<file path="src/rtl/flash_bus_arbiter_pkg.sv">
// Shared constants for the flash bus arbiter: FSM state codes, owner
// encoding and default timing parameters.
package flash_bus_arbiter_pkg;

  localparam int DEF_WAIT_CYCLES  = 3;
  localparam int DEF_STARVE_LIMIT = 4;

  localparam logic [2:0] ST_IDLE  = 3'd0;
  localparam logic [2:0] ST_ADDR  = 3'd1;
  localparam logic [2:0] ST_WAIT  = 3'd2;
  localparam logic [2:0] ST_DONE  = 3'd3;
  localparam logic [2:0] ST_RECOV = 3'd4;

  typedef enum logic {
    OWN_GB  = 1'b0,
    OWN_DBG = 1'b1
  } owner_e;

endpackage

</file>
<file path="src/rtl/flash_arb_prio.sv">
// Two-requester fixed priority (cartridge first) with a starvation counter
// that forces a debugger grant after STARVE_LIMIT cartridge wins.
module flash_arb_prio
  import flash_bus_arbiter_pkg::*;
#(
  parameter int STARVE_LIMIT = DEF_STARVE_LIMIT
) (
  input  logic   clk,
  input  logic   rst,
  input  logic   arb_en,
  input  logic   gb_req,
  input  logic   dbg_req,
  output logic   grant,
  output owner_e owner
);

  localparam int CW = $clog2(STARVE_LIMIT + 1);

  logic [CW-1:0] starve_cnt;
  logic          starved;

  assign starved = (starve_cnt == CW'(STARVE_LIMIT));

  always_comb begin
    grant = gb_req | dbg_req;
    owner = (dbg_req && (!gb_req || starved)) ? OWN_DBG : OWN_GB;
  end

  // Only cartridge wins with the debugger waiting count toward starvation.
  always_ff @(posedge clk) begin
    if (rst) begin
      starve_cnt <= '0;
    end else if (arb_en && grant) begin
      if (owner == OWN_DBG)
        starve_cnt <= '0;
      else if (dbg_req && !starved)
        starve_cnt <= starve_cnt + 1'b1;
    end
  end

endmodule

</file>
<file path="src/rtl/flash_bus_arbiter.sv">
// Shares the 16-bit async flash bus between cartridge byte reads and
// debugger word reads, generating CE/OE/ADV timing on the memory clock.
module flash_bus_arbiter
  import flash_bus_arbiter_pkg::*;
#(
  parameter int ADDR_W       = 23,
  parameter int WAIT_CYCLES  = DEF_WAIT_CYCLES,
  parameter int STARVE_LIMIT = DEF_STARVE_LIMIT
) (
  input  logic              clk,
  input  logic              rst,
  input  logic              gb_req,
  input  logic [ADDR_W-1:0] gb_addr,
  output logic [7:0]        gb_rdata,
  output logic              gb_ack,
  input  logic              dbg_req,
  input  logic [ADDR_W-1:0] dbg_addr,
  output logic [15:0]       dbg_rdata,
  output logic              dbg_ack,
  output logic [ADDR_W-2:0] flash_a,
  input  logic [15:0]       flash_d,
  output logic              flash_ce_b,
  output logic              flash_oe_b,
  output logic              flash_adv_b,
  output logic              flash_we_b,
  output logic              busy
);

  logic [2:0] state;
  logic [3:0] wait_cnt;
  owner_e     owner;
  logic       lane;
  logic       arb_grant;
  owner_e     arb_owner;
  logic       unused_dbg_lsb;

  // Debugger reads are always whole words.
  assign unused_dbg_lsb = dbg_addr[0];

  flash_arb_prio #(.STARVE_LIMIT(STARVE_LIMIT)) u_prio (
    .clk    (clk),
    .rst    (rst),
    .arb_en (state == ST_IDLE),
    .gb_req (gb_req),
    .dbg_req(dbg_req),
    .grant  (arb_grant),
    .owner  (arb_owner)
  );

  always_ff @(posedge clk) begin
    if (rst) begin
      state     <= ST_IDLE;
      owner     <= OWN_GB;
      lane      <= 1'b0;
      flash_a   <= '0;
      wait_cnt  <= '0;
      gb_rdata  <= '0;
      dbg_rdata <= '0;
    end else begin
      case (state)
        ST_IDLE: begin
          if (arb_grant) begin
            owner <= arb_owner;
            if (arb_owner == OWN_DBG) begin
              flash_a <= dbg_addr[ADDR_W-1:1];
              lane    <= 1'b0;
            end else begin
              flash_a <= gb_addr[ADDR_W-1:1];
              lane    <= gb_addr[0];
            end
            state <= ST_ADDR;
          end
        end
        ST_ADDR: begin
          wait_cnt <= 4'(WAIT_CYCLES - 1);
          state    <= ST_WAIT;
        end
        ST_WAIT: begin
          if (wait_cnt == '0) begin
            if (owner == OWN_DBG)
              dbg_rdata <= flash_d;
            else
              gb_rdata <= lane ? flash_d[15:8] : flash_d[7:0];
            state <= ST_DONE;
          end else begin
            wait_cnt <= wait_cnt - 1'b1;
          end
        end
        ST_DONE:  state <= ST_RECOV;
        ST_RECOV: state <= ST_IDLE;
        default:  state <= ST_IDLE;
      endcase
    end
  end

  always_comb begin
    flash_ce_b  = !((state == ST_ADDR) || (state == ST_WAIT));
    flash_adv_b = (state != ST_ADDR);
    flash_oe_b  = (state != ST_WAIT);
    flash_we_b  = 1'b1;
    busy        = (state != ST_IDLE);
    gb_ack      = (state == ST_DONE) && (owner == OWN_GB);
    dbg_ack     = (state == ST_DONE) && (owner == OWN_DBG);
  end

endmodule

</file>
<file path="config.mk">
export PLATFORM = sky130hd
export DESIGN_NAME = flash_bus_arbiter
export DESIGN_NICKNAME = d
export VERILOG_FILES = /design/src/rtl/flash_bus_arbiter_pkg.sv /design/src/rtl/flash_arb_prio.sv /design/src/rtl/flash_bus_arbiter.sv
export SDC_FILE = /design/constraint.sdc
export NUM_CORES = 1
export LEC_CHECK = 0
export ABC_AREA = 1
export ABC_CLOCK_PERIOD_IN_PS = 1700
export CORE_ASPECT_RATIO = 1.25
export CORE_UTILIZATION = 37
export DETAILED_ROUTE_END_ITERATION = 10
export GPL_ROUTABILITY_DRIVEN = 1
export PLACE_DENSITY = 0.85
export SLEW_MARGIN = 10
export SYNTH_ARGS = -nofsm -noshare
export SYNTH_HDL_FRONTEND = slang
export SYNTH_HIERARCHICAL = 1
export SYNTH_SLANG_ARGS = --single-unit
</file>
<file path="constraint.sdc">
create_clock -name clk -period 1.7 [get_ports clk]
set_input_delay 0.34 -clock clk [delete_from_list [all_inputs] [get_ports clk]]
set_output_delay 0.34 -clock clk [all_outputs]
set_load 0.02 [all_outputs]
</file>
======== Word level (Yosys, flattened, before mapping) ========
Index checks and enable logic that the tools add are counted.
cells by class
  add/sub/neg operators ................... 2
  equal/unequal tests ..................... 9
  bitwise operators ....................... 2
  reductions and logical operators ........ 21
  multiplexer cells ....................... 11
operators with widths
  kind                                                                 count
  22-bit two-way mux                                                   1
  3-bit two-way mux                                                    4
  3-bit one-hot mux with 4 select lines                                1
  8-bit two-way mux                                                    1
  4-bit one-hot mux with 2 select lines                                1
  2-bit AND reduction                                                  4
  3-bit by 2-bit == test with 1-bit output (second input constant)     2
  2-bit != test (second input constant)                                3
  3-bit AND reduction                                                  2
  1-bit logical AND                                                    5
  4-bit zero test                                                      1
  4-bit two-way mux                                                    1
  2-bit nonzero test                                                   2
  4-bit by 1-bit subtractor with 4-bit output (second input constant)  1
  3-bit by 1-bit adder with 3-bit output (second input constant)       1
  3-bit by 1-bit == test with 1-bit output (second input constant)     1
  3-bit == test (second input constant)                                1
  1-bit zero test                                                      3
  3-bit zero test                                                      1
  3-bit by 1-bit != test with 1-bit output (second input constant)     1
  3-bit by 2-bit != test with 1-bit output (second input constant)     1
  3-bit nonzero test                                                   1
  1-bit logical OR                                                     2
  1-bit two-way mux                                                    2
  2 further kinds                                                      2
word-level totals
  register bits after elaboration ......... 58
  output and inout bits ................... 53
  input bits .............................. 66
  logic and storage cells ................. 53

======== Logic depth before layout (Yosys ltp) ========
Gate-level depths: netlist of run 1.
  word-level depth ........................ 6
  gate-level depth with buffers ........... 12
  depth with buffers taken out ............ 11

======== Modules after synthesis ========
The synthesis of run 1 kept the hierarchy.
by module, submodules not included
  module             times used  seq. area each (um2)  cells each  area each (um2)
  flash_bus_arbiter  1           1101.1                332         2379.8
  flash_arb_prio     1           60.1                  30          198.9

======== Worst setup path before layout of run 1 ========
No wires, ideal clock.
  kind .................................... register -> register
  start point ............................. reg u_prio.starve_cnt[0]
  end point ............................... reg flash_a[16]
  data required time ...................... 1572 ps
  clock period less this slack ............ 1576 ps
  data arrival time ....................... 1448 ps
  path buffers ............................ 1
  slack ................................... 124 ps
  setup time .............................. 128 ps
  stages on the path, launching flop included .. 13
  path through ............................ dfxtp_1 -> inv_1 -> ha_1 -> nand2_1 -> nand2_1 -> inv_1 -> nor2_1 -> inv_1 -> buf_2 -> nand2_1 -> a21oi_1 -> a21oi_1 -> nor2_1
on the way
  word-level cells in the longest chain between the ends .. 5
RTL lines
  what                    line                     source
  start, declared         flash_arb_prio.sv:19     logic [CW-1:0] starve_cnt;
  start signal, assigned  flash_arb_prio.sv:37     starve_cnt <= starve_cnt + 1'b1;
  3-bit == test           flash_arb_prio.sv:22     assign starved = (starve_cnt == CW'(STARVE_LIMIT));
  1-bit logical OR        flash_arb_prio.sv:26     owner = (dbg_req && (!gb_req || starved)) ? OWN_DBG : OWN_GB;
  1-bit logical AND       flash_arb_prio.sv:26
  1-bit two-way mux       flash_arb_prio.sv:26
  net arb_owner           flash_bus_arbiter.sv:34  owner_e arb_owner;
  22-bit two-way mux      flash_bus_arbiter.sv:64  if (arb_owner == OWN_DBG) begin
  end signal, assigned    flash_bus_arbiter.sv:65  flash_a <= dbg_addr[ADDR_W-1:1];
  end signal, assigned    flash_bus_arbiter.sv:68  flash_a <= gb_addr[ADDR_W-1:1];
  end, declared           flash_bus_arbiter.sv:20  output logic [ADDR_W-2:0] flash_a,
The timed path passes the listed nets, and every way through them passes these cells.
A chain may end at the register's enable or synchronous reset.

======== Final worst setup path of run 1 ========
  start point ............................. reg flash_a[9]
  end point ............................... out flash_a[9]
No word-level cell between the ends.

==> impl_metrics.py, run 1 <==
metrics = {
    "outcome": {
        "status": "finished clean",
    },
    "timing": {
        "rsz0062_at_grt": "false",
        "tns_ns": 0,
        "finalSetupViolCount": 0,
        "slew_headroom": 0.639,
        "fin_crit_sh": 0.966,
        "worst_slew_pin_slew_ns": 0.540,
        "min_period_ns": 1.64,
        "hold_viol": 0,
        "skew_ns": 0.0109,
        "max_freq_mhz": 609,
        "slew_violations": 0,
    },
    "global_route": {
        "grt-ovfl-total": 0,
        "grt_max_degree": 45,
        "antenna_found_initial": 0,
        "grt_pass1_wl_um": 11100,
        "grt_pass1_vias": 2662,
        "grtUsageTotal": 0.196,
    },
    "job": {
        "max_cap_viol_count": 0,
    },
    "min_path": {
        "hp-class": "input port to register",
    },
    "synthesis": {
        "synth.area.top_cells": "dfxtp_1, nor2_1, nand2_1",
        "syn-instance-count": 362,
        "synth_edf_count": 0,
        "synth-warning-count": 6,
        "synth_ff_type": "dfxtp_1",
        "ys_types": 28,
        "ys_seq_area_frac": 0.450,
        "yosysTopAreaCell": "dfxtp_1",
        "synth_area_per_cell_sq_um": 7.12,
        "synth-seq-cells": 58,
        "synth_top_area_frac": 0.450,
        "synth_fp_nets": 431,
        "netlist_area_sq_um": 2580,
        "async_flop_share": 0,
    },
    "routing": {
        "ant_nets": 0,
        "routedWlPerCell_um": 12.0,
        "drc_errors": 0,
        "first_pass_iters": 5,
        "wl_um": 6900,
        "drt_iter0_markers": 70,
        "vias": 2718,
        "drt-vias-per-instance": 4.73,
    },
    "finish": {
        "design_area_sq_um": 4060,
        "layout_common_cells": "clkdlybuf4s50_1, nor2_1, nand2_1, dfxtp_1, a21oi_1",
        "diodes": 0,
        "drive_above_1_share": 0.111,
        "nets": 552,
        "final_common_cell": "clkdlybuf4s50_1",
        "area_growth_pct": 57.3,
    },
    "place": {
        "io_buffers": 116,
        "dpl_cell_area_sq_um": 3870,
        "dp_hpwl_um": 5020,
        "gp_congestion": 0.793,
    },
    "floorplanning": {
        "placeableCoreArea_sq_um": 6650,
        "die_y_um": 95.3,
        "dieArea_sq_um": 7310,
        "fp-row-count": 33,
        "pin_count": 119,
        "die_x_um": 76.7,
        "initial_core_util": 0.388,
    },
    "critical_path": {
        "slowest_delay_ns": 0.63,
        "startpoint": "flash_a[9]",
        "rr_endpoint": "flash_a[9]",
        "cp.depth": 1,
        "cp_top_family": "buffers and inverters",
        "crit_slowest_cell": "clkdlybuf4s50_1",
        "arrival_ns": 1.30,
        "r2r-start": "u_prio/starve_cnt[0]",
        "crit_buf_inv": 1,
        "crit_chain": "clkdlybuf4s50_1",
        "ff2ff_path_depth": 12,
        "critPathKind": "register to output pin",
        "crit_path_max_fanout": 2,
        "cp-endpoint": "flash_a[9]",
        "rrSetupSlack_ns": 0.15,
        "end_kind": "output pin",
        "cp.required_ns": 1.36,
        "crit_path_start_kind": "register",
    },
    "clock_network": {
        "cts_tree": "yes",
        "clk_latency_ns": 0.33,
        "cts_buffers": 9,
        "postCtsSetupRepairBufs": 0,
        "path_clk_slew_ns": 0.07,
        "cts.path.max_buffers": 2,
        "clock-root-buffer": "clkbuf_8",
        "cts.sinks": 58,
        "htreeDepth": 3,
    },
    "pwr": {
        "p_seq_frac": 0.400,
        "power_leakage_uw": 0.00165,
        "peakVddDrop_mv": 0.551,
        "p_int_uw": 2670,
        "clkPwrFrac": 0.282,
        "switching_share": 0.337,
        "comb_power_share": 0.318,
        "power_density_nw_per_um2": 993,
        "p_sw_uw": 1360,
    },
}
power groups by stage:
stage | Sequential [uW] | Clock [uW] | Combinational, uW
4_1_cts | 1610 | 1170 | 1290
2_1_floorplan | 1750 | 0 | 612
3_5_place_dp | 1630 | 0 | 1290
3_3_place_gp | 1630 | 0 | 1270
5_1_grt | 1630 | 1240 | 1410
6_report | 1610 | 1130 | 1280
Yosys cell counts (2+ instances only):
| master | count |
|---|---|
| nor2_1 | 84 |
| nand2_1 | 77 |
| dfxtp_1 | 58 |
| a21oi_1 | 51 |
| o21ai_0 | 20 |
| inv_1 | 17 |
| mux2i_1 | 8 |
| nand3_1 | 7 |
| clkbuf_1 | 6 |
| buf_2 | 5 |
| buf_6 | 4 |
| ha_1 | 3 |
| inv_2 | 3 |
| buf_4 | 2 |
| nand2_2 | 2 |
| nand4_1 | 2 |
| nor2_4 | 2 |
flip-flops by register name, summed over array words and instances, names as in the netlist:
| register | count |
|---|---|
| owner | 1 |
| flash_a | 22 |
| u_prio/starve_cnt | 3 |
| wait_cnt | 4 |
| lane | 1 |
| gb_rdata | 8 |
| state | 3 |
| dbg_rdata | 16 |
tightest hold or removal path: stages:
cell,delay [ns]
dlymetal6s2s_1,0.18
nand3_1,0.10
nand2_1,0.08
nor2_2,0.04
cell families (layout without fill, tap and decap cells):
group	count (synthesis)	in the layout	synth area share
buffers and inverters	41	167	0.0776
and+or+nand+nor	180	180	0.287
other	1	1	0.00145
AOI/OAI and AO/OA	71	71	0.138
adders and majority gates	3	3	0.0146
DFF	58	58	0.450
muxes	8	8	0.0311
metal layers:
metal	up-vias	wire length [um]	GRT usage
met1	1204	2820	0.195
met5	-	0	0
met2	117	3330	0.350
li1	1391	-	-
met3	6	676	0.0967
met4	0	70	0.0753
final cells by class:
type / instances / area, sq um
tap: 87 / 109
fill: 585 / 2590
clock inverter: 6 / 42.5
sequential: 58 / 1160
multi-input combinational: 263 / 1230
timing repair buffer: 129 / 1280
clock buffer: 10 / 138
inverter: 22 / 83.8
worst min-delay path by stage:
stage	from	end	slack, ns	cells past startpoint
2_1_floorplan	rst	u_prio/starve_cnt[1]	0.41	1
3_3_place_gp	dbg_rdata[8]	dbg_rdata[8]	0.46	2
3_5_place_dp	dbg_rdata[0]	dbg_rdata[0]	0.47	2
4_1_cts	dbg_rdata[0]	dbg_rdata[0]	0.49	2
5_1_grt	dbg_req	u_prio/starve_cnt[2]	0.47	4
6_report	dbg_req	u_prio/starve_cnt[2]	0.45	4
timing repair:
action / 4_1_cts / 5_1_grt
hold buffers: 0 / 0
endpoints found under the setup margin: 6 / 30
gates resized for setup: 11 / 21
cloned: 0 / 0
metrics by stage:
stage	instances	hold WS (ns)	setup WS, ns	total power (uW)	utilization
after global placement	559	0.463	-0.181	2900	0.582
final	575	0.453	0.0583	4030	0.610
after detailed placement	559	0.472	-0.232	2920	0.582
after CTS	575	0.486	0.00145	4060	0.609
after floorplan	362	0.409	0.124	2360	-
after global routing	575	0.472	0.00264	4280	0.610
(Power assumes the default switching activity.)
==> run 2, diff against run 1 <==
CELL_PAD_IN_SITES_DETAIL_PLACEMENT = 2   (was default)
CELL_PAD_IN_SITES_GLOBAL_PLACEMENT = 2   (was default)
CORE_UTILIZATION = 19   (was 37)
PLACE_DENSITY = 0.84   (was 0.85)
SKIP_CTS_REPAIR_TIMING = 1   (was default)
==> impl_metrics.py, run 2 (same netlist as run 1, synthesis figures left out) <==
metrics = {
    "critical_path": {
        "cp_top_family": "buffers and inverters",
        "crit_slowest_cell": "clkdlybuf4s50_1",
        "crit_path_max_fanout": 2,
        "critPathKind": "register to output pin",
        "cp.required_ns": 1.36,
        "slowest_delay_ns": 0.65,
        "end_kind": "output pin",
        "arrival_ns": 1.35,
        "crit_chain": "clkdlybuf4s50_1",
        "crit_buf_inv": 1,
        "crit_path_start_kind": "register",
    },
    "finish": {
        "layout_common_cells": "clkdlybuf4s50_1, nor2_1, nand2_1, dfxtp_1, a21oi_1",
        "seq_area_sq_um": 1160,
        "final_util": 0.345,
        "diodes": 0,
        "design_area_sq_um": 4570,
        "drive_above_1_share": 0.144,
        "num-fill-cells": 1489,
        "area_growth_pct": 77.1,
        "regMostFlops": "flash_a",
        "largest_register_ffs": 22,
        "nets": 571,
        "final_common_cell": "clkdlybuf4s50_1",
        "top_regs": "flash_a (22), dbg_rdata (16), gb_rdata (8)",
        "multiInputGateArea_sq_um": 1260,
    },
    "clock_network": {
        "cts_buffers": 9,
        "htreeDepth": 3,
        "path_clk_slew_ns": 0.06,
        "cts.path.max_buffers": 2,
        "cts_tree": "yes",
        "clk_latency_ns": 0.34,
        "clock-root-buffer": "clkbuf_16",
        "cts.sinks": 58,
    },
    "pwr": {
        "power_density_nw_per_um2": 1100,
        "power_leakage_uw": 0.00188,
        "peakVddDrop_mv": 0.374,
    },
    "timing": {
        "hold_viol": 0,
        "min_period_ns": 1.69,
        "fin_crit_sh": 0.995,
        "skew_ns": 0.0115,
        "tns_ns": 0,
        "max_freq_mhz": 591,
        "slew_violations": 0,
        "fin_ws_ns": 0.00886,
        "finalSetupViolCount": 0,
    },
    "routing": {
        "first_pass_iters": 4,
        "routedWlPerCell_um": 15.8,
        "drc_errors": 0,
        "drt-vias-per-instance": 4.35,
        "ant_nets": 0,
        "vias": 2943,
        "wl_um": 10700,
        "drt_iter0_markers": 50,
    },
    "floorplanning": {
        "dieArea_sq_um": 14000,
        "fp-row-count": 47,
        "pin_count": 119,
        "initial_core_util": 0.195,
        "die_x_um": 106,
        "placeableCoreArea_sq_um": 13200,
        "die_y_um": 132,
    },
    "global_route": {
        "grt_use_met1": 0.139,
        "grt_pass1_vias": 3247,
        "met3_usage": 0.0519,
        "grt_max_degree": 43,
        "grt-busiest-layer": "met2",
        "use_met2": 0.264,
        "grt-ovfl-total": 0,
        "antenna_found_initial": 0,
        "grtUsageTotal": 0.145,
        "grt_pass1_wl_um": 15500,
    },
    "outcome": {
        "status": "finished clean",
    },
    "place": {
        "gp_congestion": 0.819,
        "io_buffers": 116,
        "dpl_cell_area_sq_um": 4040,
        "pre_cts_slack_ns": -0.299,
        "dp_hpwl_um": 7530,
    },
    "job": {
        "max_cap_viol_count": 0,
    },
    "min_path": {
        "hp-class": "register to register",
    },
}
==> run 2: changes by cell type in the layout (fill, tap and decap cells not counted), sizes merged <==
cell	change
clkdlybuf4s15	-1
bufinv	+2
dlymetal6s2s	+3
clkinv	-3
buf	+14
clkbuf	+5
clkinvlp	-2
==> run 2: metrics by stage <==
step	hold WS, ns	power (uW)	cells
after global placement	0.458	2980	652
after CTS	0.483	5010	667
after global routing	0.503	5290	677
after detailed placement	0.475	3040	652
final	0.481	5040	677
after floorplan	0.409	2360	362
==> run 2: worst paths after layout <==
path	startpoint	endpoint	slack [ns]	depth (start not counted)
setup / recovery	flash_a[15]	flash_a[15]	0.009	1
hold / removal	lane	lane	0.48	2
setup reg to reg	u_prio/starve_cnt[1]	flash_a[8]	0.07	12
hold reg to reg	lane	lane	0.48	2
==> run 2: layout make-up <==
class	instances	share of cell area
Clock inverter	3	0.0142
Timing Repair Buffer	148	0.336
Tap cell	171	0.0468
Clock buffer	12	0.0518
Multi-Input combinational cell	263	0.277
Sequential cell	58	0.255
Inverter	22	0.0195
==> run 2: per-layer routing <==
| layer | vias up | part of all wire |
|---|---|---|
| met5 | - | 0 |
| met4 | 0 | 0.023 |
| met3 | 14 | 0.085 |
| met2 | 116 | 0.53 |
| met1 | 1381 | 0.36 |
| li1 | 1432 | - |
==> run 2: power breakdown <==
| group | switching [uW] | internal, uW | leakage, uW |
|---|---|---|---|
| combinational | 790 | 701 | 0.00125 |
| clock | 664 | 1270 | 0.000147 |
| sequential | 99.0 | 1510 | 0.000474 |
